===== config.mk =====
export PLATFORM = sky130hd
export DESIGN_NAME = sma_ds_inv_flat
export DESIGN_NICKNAME = d
export VERILOG_FILES = /design/src/rtl/sma_ds_inv_if.sv /design/src/rtl/sma_ds_inv.sv /design/src/flat_wrapper.sv
export SDC_FILE = /design/constraint.sdc
export NUM_CORES = 1
export LEC_CHECK = 0
export ABC_AREA = 0
export CORE_AREA = 5 5 92 115
export DETAILED_ROUTE_END_ITERATION = 16
export DIE_AREA = 0 0 97 120
export PLACE_DENSITY = 0.75
export SETUP_SLACK_MARGIN = 0.5
export SLEW_MARGIN = 40
export SYNTH_ARGS = -nofsm -noshare
export SYNTH_HDL_FRONTEND = slang
export SYNTH_SLANG_ARGS = --single-unit

===== constraint.sdc =====
create_clock -name clk -period 3.84 [get_ports clk]
set_clock_uncertainty 0.05 [all_clocks]
set_input_delay 0.96 -clock clk [delete_from_list [all_inputs] [get_ports clk]]
set_output_delay 0.96 -clock clk [all_outputs]
set_load 0.02 [all_outputs]

===== src/rtl/sma_ds_inv_if.sv =====
// Streaming bus for the moving-sum inverter: window sums in, recovered samples out.
// The master side drives window sums and downstream ready; the slave side is the inverter.
interface sma_ds_inv_if;
  logic               s_valid;
  logic               s_ready;
  logic signed [17:0] s;
  logic               m_valid;
  logic               m_ready;
  logic signed [15:0] x;
  logic               err;

  modport master (
    output s_valid, s, m_ready,
    input  s_ready, m_valid, x, err
  );

  modport slave (
    input  s_valid, s, m_ready,
    output s_ready, m_valid, x, err
  );
endinterface


===== src/rtl/sma_ds_inv.sv =====
// Inverts a 4-tap moving sum: x[n] = S[n] - S[n-1] + x[n-4], saturated to 16 bits
// with a sticky overflow flag and a one-deep registered output stage.
module sma_ds_inv (
  input logic         clk,
  input logic         rst,
  input logic         clr,
  sma_ds_inv_if.slave bus
);
  localparam int unsigned SW = 18;
  localparam int unsigned XW = 16;
  localparam int unsigned RW = 20;
  localparam logic signed [RW-1:0] X_MAX = 20'sd32767;
  localparam logic signed [RW-1:0] X_MIN = -20'sd32768;

  logic signed [SW-1:0] s_prev;
  logic signed [XW-1:0] h1, h2, h3, h4;
  logic signed [XW-1:0] x_q;
  logic                 m_valid_q;
  logic                 err_q;

  logic                 accept;
  logic                 sat;
  logic signed [RW-1:0] r;
  logic signed [XW-1:0] res;

  // Output stage can take a new result when empty or draining; clr blocks intake.
  assign bus.s_ready = (!m_valid_q || bus.m_ready) && !clr;
  assign accept      = bus.s_valid && bus.s_ready;

  assign bus.x       = x_q;
  assign bus.m_valid = m_valid_q;
  assign bus.err     = err_q;

  // Difference plus the sample that just left the window, clamped to 16 bits.
  always_comb begin
    r   = RW'(bus.s) - RW'(s_prev) + RW'(h4);
    sat = 1'b0;
    res = r[XW-1:0];
    if (r > X_MAX) begin
      res = 16'sh7FFF;
      sat = 1'b1;
    end else if (r < X_MIN) begin
      res = 16'sh8000;
      sat = 1'b1;
    end
  end

  always_ff @(posedge clk or negedge rst) begin
    if (!rst) begin
      s_prev    <= '0;
      h1        <= '0;
      h2        <= '0;
      h3        <= '0;
      h4        <= '0;
      x_q       <= '0;
      m_valid_q <= 1'b0;
      err_q     <= 1'b0;
    end else if (clr) begin
      s_prev    <= '0;
      h1        <= '0;
      h2        <= '0;
      h3        <= '0;
      h4        <= '0;
      x_q       <= '0;
      m_valid_q <= 1'b0;
      err_q     <= 1'b0;
    end else if (accept) begin
      s_prev    <= bus.s;
      h4        <= h3;
      h3        <= h2;
      h2        <= h1;
      h1        <= res;
      x_q       <= res;
      m_valid_q <= 1'b1;
      err_q     <= err_q | sat;
    end else if (m_valid_q && bus.m_ready) begin
      m_valid_q <= 1'b0;
    end
  end
endmodule


===== src/flat_wrapper.sv =====
// flat-port wrapper written by rule: the top's interface ports become plain ports
module sma_ds_inv_flat 
  (clk, rst, clr, bus_s_valid, bus_s, bus_m_ready, bus_s_ready, bus_m_valid, bus_x, bus_err);
  sma_ds_inv_if bus_i ();
  input logic clk;
  input logic rst;
  input logic clr;
  input wire logic [$bits(bus_i.s_valid)-1:0] bus_s_valid;
  input wire logic [$bits(bus_i.s)-1:0] bus_s;
  input wire logic [$bits(bus_i.m_ready)-1:0] bus_m_ready;
  output wire logic [$bits(bus_i.s_ready)-1:0] bus_s_ready;
  output wire logic [$bits(bus_i.m_valid)-1:0] bus_m_valid;
  output wire logic [$bits(bus_i.x)-1:0] bus_x;
  output wire logic [$bits(bus_i.err)-1:0] bus_err;
  assign bus_i.s_valid = bus_s_valid;
  assign bus_i.s = bus_s;
  assign bus_i.m_ready = bus_m_ready;
  assign bus_s_ready = bus_i.s_ready;
  assign bus_m_valid = bus_i.m_valid;
  assign bus_x = bus_i.x;
  assign bus_err = bus_i.err;
  sma_ds_inv u_core (.clk(clk), .rst(rst), .clr(clr), .bus(bus_i));
endmodule

# --- Yosys cells after proc, flatten, opt, wreduce, memory -nomap -nowiden ---
# Cells that the tools add are included.
totals:
  ff_bits: 84
  latch_bits: 0
  ramBits: 0
  rom_bits: 0
  in_bits: 23
  wordCells: 39
  memories: 0
classes:
  n_addsub: 2
  mul: 0
  div_mod_pow: 0
  magnitude_cmp: 2
  n_eq_ne: 0
  n_shift: 0
  mux: 19
  bitwise_logic: 1
  reduce_logical: 8
op_table:
  columns: ["cell", "n"]
  rows:
  - ["16-bit two-way mux", 10]
  - ["18-bit two-way mux", 2]
  - ["19-bit by 16-bit adder with 20-bit output", 1]
  - ["20-bit by 16-bit greater-than comparator with 1-bit output, second input constant", 1]
  - ["20-bit by 16-bit < comparator with 1-bit output, second input constant", 1]
  - ["18-bit by 18-bit subtractor with 19-bit output", 1]
  - ["1-bit two-way mux", 7]
  - ["1-bit logical AND", 3]
  - ["3-bit nonzero test", 1]
  - ["1-bit zero test", 2]
  - ["2-bit nonzero test", 1]
  - ["1-bit logical OR", 1]
  - ["1-bit OR", 1]

# --- Logic depth before layout (Yosys ltp) ---
logic_depth:
  ltp_word: 8
  mapped_depth: 13
  depth_no_buf: 12

# --- Worst setup path before layout ---
# Ideal clock, no wire load.
synth_path:
  path_kind: "input -> register"
  start: "in bus_s[1]"
  end: "reg u_core.h1[11]"
  arrival_ps: 3878
  path_slack_ps: -214
  cell_stages: 10
  path_cell_list: "fa_1 -> fa_1 -> a21o_1 -> a221oi_4 -> a211oi_2 -> or4_4 -> a22oi_2 -> a31oi_4 -> buf_6 -> a221o_1"
synth_between:
  elab_chain_cells: 7
  word_cells_on_any_way: 8
synth_lines:
  columns: ["item", "line", "source"]
  rows:
  - ["start, declared", "flat_wrapper.sv:9", "input wire logic [$bits(bus_i.s)-1:0] bus_s;"]
  - ["18-bit by 18-bit subtractor with 19-bit output *", "sma_ds_inv.sv:36", "r = RW'(bus.s) - RW'(s_prev) + RW'(h4);"]
  - ["19-bit by 16-bit adder with 20-bit output *", "sma_ds_inv.sv:36", null]
  - ["20-bit by 16-bit < comparator with 1-bit output", "sma_ds_inv.sv:42", "end else if (r < X_MIN) begin"]
  - ["16-bit two-way mux", "sma_ds_inv.sv:42", null]
  - ["16-bit two-way mux *", "sma_ds_inv.sv:39", "if (r > X_MAX) begin"]
  - ["16-bit two-way mux *", "sma_ds_inv.sv:67", "end else if (accept) begin"]
  - ["16-bit two-way mux *", "sma_ds_inv.sv:58", "end else if (clr) begin"]
  - ["end signal, assigned", "sma_ds_inv.sv:72", "h1 <= res;"]
  - ["end, declared", "sma_ds_inv.sv:16", "logic signed [XW-1:0] h1, h2, h3, h4;"]
# Every way passes the cells marked *; elsewhere a longest branch is shown, timed or not. The select of a mux whose other input is x is not followed.
# A chain may end at the register's enable or synchronous reset.

# --- Worst setup path in the final report ---
layout_path:
  start: "in bus_s[6]"
  end: "reg u_core.h1[14]"
# The elaborated chain is that of the path after synthesis.

==> flow_summary.json <==
{
  "power_frac_seq_pct": 34.5,
  "cp.required_ps": 4020,
  "max_stage_delay_ps": 490,
  "holdCritPathClass": "flop to flop",
  "antenna_cells": 0,
  "hold_viol_final": 0,
  "floorplan.die.height_microns": 120,
  "holdCritStartpoint": "u_core.h2[0]$_DFFE_PN0P_",
  "power_density_mw_per_mm2": 488,
  "outcome": "finished clean",
  "start_util_pct": 52.9,
  "dieWidth_microns": 97,
  "placementRows": 40,
  "maxSlewHeadroom_pct": 53.9,
  "drv_cap": 0,
  "dr_total_vias": 4071,
  "cts.sinks": 84,
  "place_inst": 706,
  "die_area_sq_mm": 0.0116,
  "cp-end-kind": "flop",
  "drc_errors": 0,
  "areaGrowthSynthToFinish_pct": 29.5,
  "cts_tree": "built",
  "drtIter0Drc": 227,
  "holdWs_ps": 420,
  "period_minus_slack_ps": 3640,
  "maxSlewViolCount": 0,
  "overflow": 0,
  "worst_slew_pin_slew_ps": 692,
  "netlist_area_sq_mm": 0.00500,
  "drtPass1Iterations": 4,
  "ys_async_sr_fraction_pct": 100,
  "ff2ff_path_depth": 12,
  "path_cells": "dlygate4sd2_1 > inv_2 > fa_1 > inv_2 > ha_4 > nor3_1 > or3_4 > a221o_2 > a31o_1 > a22oi_2 > a31oi_4 > buf_6 > a221o_1",
  "cts_buffers": 9,
  "grt_max_degree": 85,
  "final_core_util_pct": 68.5,
  "crit_fanout": 6,
  "r2r_slack_ps": 430,
  "yosysUniqueCellTypes": 52,
  "synth_top_area_share_pct": 42.0,
  "port_buffers": 41,
  "internal_power_mw": 2.05,
  "synth_top_area_cell": "dfrtp_1",
  "synth_commonest_cells": "98 x nand2_1, 84 x dfrtp_1, 70 x inv_1, 50 x nand3b_1, 29 x o21ai_0",
  "cts.path.max_buffers": 2,
  "fmax_mhz": 275,
  "first_global_vias": 4215,
  "synthTopCellsByArea": "dfrtp_1 42%, nand3b_1 7.5%, nand2_1 7.4%, fa_1 7.2%, inv_1 5.3%",
  "synth_ff_type": "dfrtp_1",
  "dp_hpwl_mm": 8.47,
  "hold_end": "u_core.h3[0]$_DFFE_PN0P_",
  "cts_root_buffer": "clkbuf_16",
  "routed_wirelength_mm": 12.4,
  "total_power_mw": 3.16,
  "crit_type": "primary input to flop",
  "insertion_delay_ps": 360,
  "fin_tns_setup_ps": 0,
  "drive_gt1_share_pct": 27.7,
  "grt_pass1_wl_mm": 20.8,
  "synth_edf_count": 0,
  "core-area_sq_mm": 0.00946,
  "yosysMostFrequentCell": "nand2_1",
  "grt_usage_pct": 22.5,
  "start_kind": "primary input",
  "netSwitchingPower_mw": 1.11,
  "rsz0062_at_grt": "yes",
  "r2r_end": "u_core.bus.err$_DFFE_PN0P_",
  "htree_levels": 3,
  "postRouteAntennaNets": 0,
  "post-route-period-util_pct": 94.7,
  "synth_area_per_cell_sq_um": 9.60,
  "cp.arrival_ps": 3820,
  "cpMostUsedCell": "inv_2",
  "instances_no_fill": 736,
  "synthCells": 521,
  "ios": 42,
  "wl_per_cell_microns": 16.9,
  "via_per_inst": 5.53,
  "nNetsFinal": 666,
  "p_comb_share_pct": 38.3,
  "slowest_stage": "fa_1",
  "max-vdd-ir-drop_mv": 0.263,
  "clk_pin_slew_ps": 80,
  "p_clk_share_pct": 27.2,
  "yosysWarnings": 0,
  "gp_congestion": 0.898,
  "swShare_pct": 35.2,
  "ys_seq_area_share_pct": 42.0,
  "grt_antenna_before_repair": 0,
  "ys_ff_latch": 84,
  "syn_nets": 582,
  "finalSetupViolCount": 0,
  "leakage_nw": 3.09,
  "rr_startpoint": "u_core.s_prev[1]$_DFFE_PN0P_",
  "holdPathStages": 2
}
[worst max-delay path by stage]
stage	depth (start not counted)	from	slack, ps	to
2_1_floorplan	10	bus_s[1]	-50	u_core.h1[9]$_DFFE_PN0P_
3_3_place_gp	12	bus_s[6]	-690	u_core.h1[2]$_DFFE_PN0P_
3_5_place_dp	12	bus_s[12]	-760	u_core.h1[14]$_DFFE_PN0P_
4_1_cts	11	bus_s[1]	120	u_core.h1[14]$_DFFE_PN0P_
5_1_grt	11	bus_s[1]	100	u_core.h1[13]$_DFFE_PN0P_
6_report	13	bus_s[6]	200	u_core.h1[14]$_DFFE_PN0P_
[per-stage QoR]
step | cell area [sq um] | setup WS (ps)
finish | 6480 | 205
global route | 6480 | 95.2
floorplan | 5090 | -47.6
CTS | 6390 | 119
detailed placement | 5860 | -755
global placement | 5860 | -685
[kinds of logic (layout without fill, tap and decap cells)]
group | count (synthesis) | count (layout) | synth area share [%]
compound gates | 106 | 106 | 16.3
xor+xnor | 14 | 14 | 2.60
fa+ha+maj | 38 | 38 | 12.2
buf+inv | 98 | 187 | 8.08
flops | 84 | 84 | 42.0
simple gates | 181 | 181 | 18.8
[power groups by stage]
| stage | clock network (mW) | logic [mW] | registers [mW] |
|---|---|---|---|
| 2_1_floorplan | 0 | 0.581 | 1.15 |
| 3_3_place_gp | 0 | 1.06 | 1.09 |
| 3_5_place_dp | 0 | 1.09 | 1.10 |
| 4_1_cts | 0.871 | 1.18 | 1.09 |
| 5_1_grt | 0.911 | 1.32 | 1.10 |
| 6_report | 0.859 | 1.21 | 1.09 |
[metal layers]
metal  GRT usage (%)  vias to the layer above  wire length, microns
met5               0                        -                     0
met4            11.1                        0                   436
met3            4.30                       23                   462
met2            38.9                      108                  6410
met1            26.8                     2013                  5120
li1                -                     1927                     -
[registers in the layout (all words and copies together), names as in the netlist]
| signal | flops |
|---|---|
| u_core.h4 | 16 |
| u_core.bus.m_valid | 1 |
| u_core.h3 | 16 |
| u_core.bus.err | 1 |
| u_core.s_prev | 18 |
| u_core.h1 | 16 |
| u_core.h2 | 16 |
[critical path: cells and delay by family]
family | cells | cell delay (ps)
adder cells (fa/ha/maj) | 2 | 750
AO/OA/AOI/OAI | 5 | 1240
buffers and inverters | 4 | 460
AND/OR/NAND/NOR | 2 | 420
[layout make-up]
type	count	area [sq um]
sequential	84	2100
clock inverter	7	63.8
multi-input combinational	339	2790
clock buffer	9	225
timing repair buffer	101	880
inverter	70	263
fill	700	2980
tap	126	158
[placed cells by master, fill, tap and decap left out, drive strengths merged, types with 5 or more instances in the layout]
cell / n
clkbuf: 11
nand4: 5
nand3b: 50
nand2: 99
o21ai: 29
buf: 66
dfrtp: 84
ha: 20
a21oi: 15
inv: 75
o31ai: 18
clkdlybuf4s50: 21
fa: 18
dlygate4sd2: 5
nor2: 8
xor2: 6
a221o: 17
xnor2: 8
[timing repair]
item | in CTS | in global routing
hold buffers | 0 | 0
pin swaps | 47 | 40
setup endpoints to repair | 18 | 17
cloned | 1 | 0
resized for setup | 82 | 28
buffers inserted | 9 | 4
hold endpoints to repair | 0 | 0
Power figures use the tool's default switching activity.
